## config.mk

```make
export PLATFORM = sky130hd
export DESIGN_NAME = wc_tile_feeder_flat
export DESIGN_NICKNAME = d
export VERILOG_FILES = /design/src/rtl/wc_pkg.sv /design/src/rtl/wc_tile_feeder_if.sv /design/src/rtl/wc_tile_outreg.sv /design/src/rtl/wc_tile_feeder.sv /design/src/flat_wrapper.sv
export SDC_FILE = /design/constraint.sdc
export NUM_CORES = 1
export LEC_CHECK = 0
export CAP_MARGIN = 5
export CELL_PAD_IN_SITES_DETAIL_PLACEMENT = 1
export CELL_PAD_IN_SITES_GLOBAL_PLACEMENT = 1
export CORE_MARGIN = 5
export CORE_UTILIZATION = 43
export CTS_CLUSTER_SIZE = 12
export DETAILED_ROUTE_END_ITERATION = 8
export MAX_ROUTING_LAYER = met4
export PLACE_DENSITY = 0.89
export SLEW_MARGIN = 20
export SYNTH_ARGS = -nofsm -noshare
export SYNTH_HDL_FRONTEND = slang
export SYNTH_SLANG_ARGS = --single-unit
```

## constraint.sdc

```tcl
create_clock -name clk -period 2.69 [get_ports clk]
set_clock_uncertainty 0.05 [all_clocks]
set_input_delay 0.538 -clock clk [delete_from_list [all_inputs] [get_ports clk]]
set_output_delay 0.538 -clock clk [all_outputs]
set_load 0.005 [all_outputs]
```

## src/rtl/wc_pkg.sv

```systemverilog
// rtl/wc_pkg.sv - shared constants and types for the Winograd F(2,3) core
// Contents:
//   TILE, STEP  tile size and stride along a row
//   DEF_DW      default sample width
//   col_width   width of a column counter for a given row length
//   sample_t    one signed sample
//   tile_t      TILE packed samples, index 0 is the oldest
package wc_pkg;

  localparam int TILE   = 4;
  localparam int STEP   = 2;
  localparam int DEF_DW = 10;

  function automatic int col_width(input int row_len);
    return (row_len > 1) ? $clog2(row_len) : 1;
  endfunction

  typedef logic signed [DEF_DW-1:0] sample_t;
  typedef sample_t [TILE-1:0] tile_t;

endpackage

```

## src/rtl/wc_tile_feeder_if.sv

```systemverilog
// rtl/wc_tile_feeder_if.sv - sample-in / tile-out handshake bundle of the feeder
// Signals:
//   s_data/s_valid/s_ready  serial sample stream into the feeder
//   d_data/d_valid/d_ready  packed tile towards WC, d_data[DW-1:0] is d0
//   d_eol                   tile is the last one of its row
// Modports:
//   slave   feeder view
//   master  upstream/WC environment view
interface wc_tile_feeder_if #(
  parameter int DW = wc_pkg::DEF_DW
);
  import wc_pkg::*;

  logic [DW-1:0]      s_data;
  logic               s_valid;
  logic               s_ready;
  logic [TILE*DW-1:0] d_data;
  logic               d_valid;
  logic               d_ready;
  logic               d_eol;

  modport slave (
    input  s_data, s_valid, d_ready,
    output s_ready, d_data, d_valid, d_eol
  );

  modport master (
    output s_data, s_valid, d_ready,
    input  s_ready, d_data, d_valid, d_eol
  );

endinterface

```

## src/rtl/wc_tile_outreg.sv

```systemverilog
// rtl/wc_tile_outreg.sv - one-entry valid/ready output register
// Ports:
//   clk, rst     clock, asynchronous active-low reset
//   clr          synchronous clear of the valid flag (payload kept)
//   load         write in_data; caller only asserts it when load_ready
//   in_data      payload to load
//   load_ready   register is empty or draining this cycle
//   out_data     held payload
//   out_valid    payload not yet consumed
//   out_ready    consumer takes the payload this cycle
module wc_tile_outreg #(
  parameter int W = 41
) (
  input  logic         clk,
  input  logic         rst,
  input  logic         clr,
  input  logic         load,
  input  logic [W-1:0] in_data,
  output logic         load_ready,
  output logic [W-1:0] out_data,
  output logic         out_valid,
  input  logic         out_ready
);

  assign load_ready = !out_valid || out_ready;

  always_ff @(posedge clk or negedge rst) begin
    if (!rst) begin
      out_valid <= 1'b0;
      out_data  <= '0;
    end else if (clr) begin
      out_valid <= 1'b0;
    end else if (load) begin
      // A load coinciding with a drain replaces the entry, valid stays high.
      out_valid <= 1'b1;
      out_data  <= in_data;
    end else if (out_ready) begin
      out_valid <= 1'b0;
    end
  end

endmodule

```

## src/rtl/wc_tile_feeder.sv

```systemverilog
// rtl/wc_tile_feeder.sv - builds overlapping stride-2 4-sample tiles for WC
// Ports:
//   clk, rst  clock, asynchronous active-low reset
//   clr       synchronous clear of partial tile, pending tile and column
//   bus       wc_tile_feeder_if.slave: s_* sample input, d_* tile output
// Parameters:
//   DW        sample width
//   ROW_LEN   samples per row, even and >= 4
module wc_tile_feeder
  import wc_pkg::*;
#(
  parameter int DW      = DEF_DW,
  parameter int ROW_LEN = 16
) (
  input  logic clk,
  input  logic rst,
  input  logic clr,
  wc_tile_feeder_if.slave bus
);

  localparam int CW = col_width(ROW_LEN);
  localparam int OW = TILE*DW + 1;

  // Slot 3 is never stored: the completing sample goes straight to the
  // output register together with slots 0..2.
  logic [DW-1:0] b0, b1, b2;
  logic [1:0]    fill;
  logic [CW-1:0] col;

  logic          s_ready;
  logic          accept;
  logic          complete;
  logic          last_col;
  logic          load_ready;
  logic [OW-1:0] out_data;
  logic          out_valid;

  assign last_col = (col == CW'(ROW_LEN-1));

  // Only a completing sample needs room in the output register; this is
  // combinational in d_ready so a drain and a completion can share a cycle.
  assign s_ready  = !clr && ((fill != 2'd3) || load_ready);
  assign accept   = bus.s_valid && s_ready;
  assign complete = accept && (fill == 2'd3);

  always_ff @(posedge clk or negedge rst) begin
    if (!rst) begin
      b0   <= '0;
      b1   <= '0;
      b2   <= '0;
      fill <= '0;
      col  <= '0;
    end else if (clr) begin
      fill <= '0;
      col  <= '0;
    end else if (accept) begin
      if (fill == 2'd3) begin
        if (last_col) begin
          fill <= '0;
          col  <= '0;
        end else begin
          // Keep the newest two samples as the overlap of the next tile.
          b0   <= b2;
          b1   <= bus.s_data;
          fill <= 2'(TILE-STEP);
          col  <= col + 1'b1;
        end
      end else begin
        case (fill)
          2'd0:    b0 <= bus.s_data;
          2'd1:    b1 <= bus.s_data;
          default: b2 <= bus.s_data;
        endcase
        fill <= fill + 2'd1;
        col  <= col + 1'b1;
      end
    end
  end

  wc_tile_outreg #(.W(OW)) u_outreg (
    .clk        (clk),
    .rst        (rst),
    .clr        (clr),
    .load       (complete),
    .in_data    ({last_col, bus.s_data, b2, b1, b0}),
    .load_ready (load_ready),
    .out_data   (out_data),
    .out_valid  (out_valid),
    .out_ready  (bus.d_ready)
  );

  assign bus.s_ready = s_ready;
  assign bus.d_valid = out_valid;
  assign bus.d_data  = out_data[OW-2:0];
  // The stored end-of-row flag is only meaningful alongside d_valid.
  assign bus.d_eol   = out_data[OW-1] && out_valid;

endmodule

```

## src/flat_wrapper.sv

```systemverilog
// flat-port wrapper written by rule: the top's interface ports become plain ports
module wc_tile_feeder_flat import wc_pkg::*;
#(
  parameter int DW      = DEF_DW,
  parameter int ROW_LEN = 16
)
  (clk, rst, clr, bus_s_data, bus_s_valid, bus_d_ready, bus_s_ready, bus_d_data, bus_d_valid, bus_d_eol);
  wc_tile_feeder_if #(.DW(DW)) bus_i ();
  input  logic clk;
  input  logic rst;
  input  logic clr;
  input wire logic [$bits(bus_i.s_data)-1:0] bus_s_data;
  input wire logic [$bits(bus_i.s_valid)-1:0] bus_s_valid;
  input wire logic [$bits(bus_i.d_ready)-1:0] bus_d_ready;
  output wire logic [$bits(bus_i.s_ready)-1:0] bus_s_ready;
  output wire logic [$bits(bus_i.d_data)-1:0] bus_d_data;
  output wire logic [$bits(bus_i.d_valid)-1:0] bus_d_valid;
  output wire logic [$bits(bus_i.d_eol)-1:0] bus_d_eol;
  assign bus_i.s_data = bus_s_data;
  assign bus_i.s_valid = bus_s_valid;
  assign bus_i.d_ready = bus_d_ready;
  assign bus_s_ready = bus_i.s_ready;
  assign bus_d_data = bus_i.d_data;
  assign bus_d_valid = bus_i.d_valid;
  assign bus_d_eol = bus_i.d_eol;
  wc_tile_feeder #(.DW(DW), .ROW_LEN(ROW_LEN)) u_core (.clk(clk), .rst(rst), .clr(clr), .bus(bus_i));
endmodule
```

==> metrics.cfg, run 1 <==
[outcome]
status=completed

[logic_synthesis]
ys_seq_area_share_pct=54.9
synthMostInstantiatedCell=mux2_2
synth_top_area_cell=dfrtp_1
ys_ff_latch=78
synth.top_cells.by_count=80 x mux2_2, 78 x dfrtp_1, 40 x buf_4
synthXorXnorAreaFrac_pct=0
synthAdderAreaFrac_pct=1.76
synthesis.instances=255
synth_edf_count=0
synth_flop_cell=dfrtp_1
synth_mux_area_share_pct=25.9
synthSimpleGateAreaFrac_pct=4.89
yosys_warnings=0
synth.avg_cell_area_sq_um=13.9
netlist.area_leader.share_pct=54.9
synth_top_family_by_area=multiplexers
netlist_area_sq_um=3550
synth_compound_area_share_pct=2.04
synth.area.top_cells=dfrtp_1 55%, mux2_2 25%, buf_4 8.4%
async_flop_share_pct=100
synth_cell_type_count=30
syn-num-nets=275

[drt]
ant_nets=0
drc=0
wl_microns=6940
drt_iter0_markers=74
drtPass1Iterations=2
dr_total_vias=2002
vias_per_cell=5.08
wl_per_cell_microns=17.6

[critical_path]
end_kind=primary output
cp.arrival_ns=1.82
r2r-end=u_core.b0[5]
reg2reg_setup_slack_ns=0.52
startpoint_type=register
crit_type=reg -> out
worst-path-max-fanout=5
regToRegStartpoint=u_core.fill[0]
reg2regPathDepth=6
crit_path_start=u_core.fill[0]
worstPathRequired_ns=2.10
crit_path_end=bus_s_ready

[timing]
period_needed_ns=2.41
max-slew-margin-rel_pct=35.6
slew_viol_final=0
hold_viol=0
setup_viol=0
worst_pin_slew_ns=0.965
setup_tns_ns=0
fmax_mhz=415
finalCritPeriodShare_pct=89.6
rsz0062_at_grt=no

[grt]
track_usage_pct=15.2
grt_max_degree=79
grt_pass1_wl_microns=11600
antenna_found_initial=0
grt_overflow=0
grt_pass1_vias=2268

[placement]
routabilityCongestion=0.749
io_buffer_count=57
postPlaceCellArea_sq_um=3990
dp_hpwl_microns=4880

[clock_network]
cts_resized=0
clk_pin_slew_worst_paths_ns=0.07
ctsHoldBuffers=0
cts_buffers=9
htreeDepth=3
numClockSinks=78
clock_latency_ns=0.34
clockBufferDepth=2
post_cts_buffers=0
cts-root-buf=clkbuf_8
cts_tree=built

[job]
cap_violations=0

[final_layout]
design_area_sq_um=4220
nFillCells=795
area_growth_pct=18.8
drive_gt1_share_pct=38.1
final_util_pct=51.9
num-nets-final=304
n_antenna_cell=0

[power]
p_per_area_nw_per_um2=674
peakVddDrop_uv=299
power_frac_clock_pct=35.1
seqPwrFrac_pct=50.9
pwr-share-comb_pct=14.0
switchingPower_w=0.000641
p_sw_share_pct=22.5
intPower_w=0.00221
p_total_w=0.00285
p_leak_nw=1.91

[floorplan]
core-area_sq_um=8130
die_h_microns=101
ioPinCount=58
initial_core_util_pct=43.7
rows=33
die_x_microns=101
die_area_sq_um=10200

[min_path]
holdCritPathClass=in -> async

[critical path, stage by stage, from the launching register on]
cell	delay (ns)
dfrtp_1	0.44
ha_1	0.25
and3b_1	0.20
nor2_1	0.08
clkdlybuf4s50_1	0.52
[power by group through the flow]
stage,Clock [W],Sequential (W),Combinational [W]
floorplan,0,0.00143,0.000279
global placement,0,0.00146,0.000384
detailed placement,0,0.00148,0.000407
CTS,0.00103,0.00146,0.000410
global route,0.00108,0.00147,0.000437
finish,0.000999,0.00145,0.000399
[through the flow]
stage,instances,setup WS (ns),hold WS (ns)
finish,394,0.279,0.281
global route,394,0.165,0.370
CTS,394,0.246,0.328
detailed placement,378,0.219,0.445
global placement,378,0.308,0.431
floorplan,255,0.566,0.192
[routing by layer]
metal | GRT usage [%] | share of wire, % | vias to the layer above
met1 | 17.8 | 43 | 1034
met5 | - | 0 | -
met2 | 25.4 | 51 | 43
met3 | 2.56 | 3.3 | 11
li1 | - | - | 914
met4 | 7.36 | 2.0 | 0
[worst min-delay path by stage]
stage,end,depth (start not counted)
finish,u_core.u_outreg.out_data[31],1
global route,u_core.u_outreg.out_data[31],1
CTS,u_core.u_outreg.out_data[1],1
detailed placement,u_core.u_outreg.out_data[7],1
global placement,u_core.u_outreg.out_data[7],1
floorplan,u_core.b0[0],0
[cells in the final DEF, fill, tap and decap left out, drive strengths merged, types with 3 or more instances in the layout]
cell	instances
clkbuf	13
clkdlybuf4s50	56
buf	12
dfrtp	78
o21ai	4
nand2b	3
ha	5
nor2	4
inv	3
a21oi	4
nand3	4
mux2	81
[flip-flops by register name (all words and copies together) (netlist names)]
register                   count
u_core.u_outreg.out_data      41
u_core.u_outreg.out_valid      1
u_core.b0                     10
u_core.b2                     10
u_core.fill                    2
u_core.col                     4
u_core.b1                     10
[area by class of cell]
| class | instances | area (sq um) | area share, % |
|---|---|---|---|
| clock buffer | 13 | 169 | 4.00 |
| clock inverter | 3 | 65.1 | 1.54 |
| inverter | 3 | 11.3 | 0.267 |
| multi-input combinational | 124 | 1230 | 29.2 |
| sequential | 78 | 1950 | 46.2 |
| tap | 105 | 131 | 3.11 |
| timing repair buffer | 68 | 663 | 15.7 |
[cell families after synthesis]
group                      count (synthesis)
AOI/OAI and AO/OA                         12
adders and majority gates                  5
buffers and inverters                     53
DFF                                       78
muxes                                     82
and+or+nand+nor                           25
No activity file was read; power rests on OpenSTA's default activity.
==> run 2, diff against run 1 <==
--- a/config.mk
+++ b/config.mk
@@ -5,7 +5,7 @@
 export SDC_FILE = /design/constraint.sdc
 export NUM_CORES = 1
 export LEC_CHECK = 0
-export CAP_MARGIN = 5
+export CAP_MARGIN = 20
 export CELL_PAD_IN_SITES_DETAIL_PLACEMENT = 1
 export CELL_PAD_IN_SITES_GLOBAL_PLACEMENT = 1
 export CORE_MARGIN = 5
@@ -14,6 +14,7 @@
 export DETAILED_ROUTE_END_ITERATION = 8
 export MAX_ROUTING_LAYER = met4
 export PLACE_DENSITY = 0.89
+export SKIP_CTS_REPAIR_TIMING = 1
 export SLEW_MARGIN = 20
 export SYNTH_ARGS = -nofsm -noshare
 export SYNTH_HDL_FRONTEND = slang
==> results of run 2 <==
The final DEF is identical to that of run 1; final timing and power are the same.
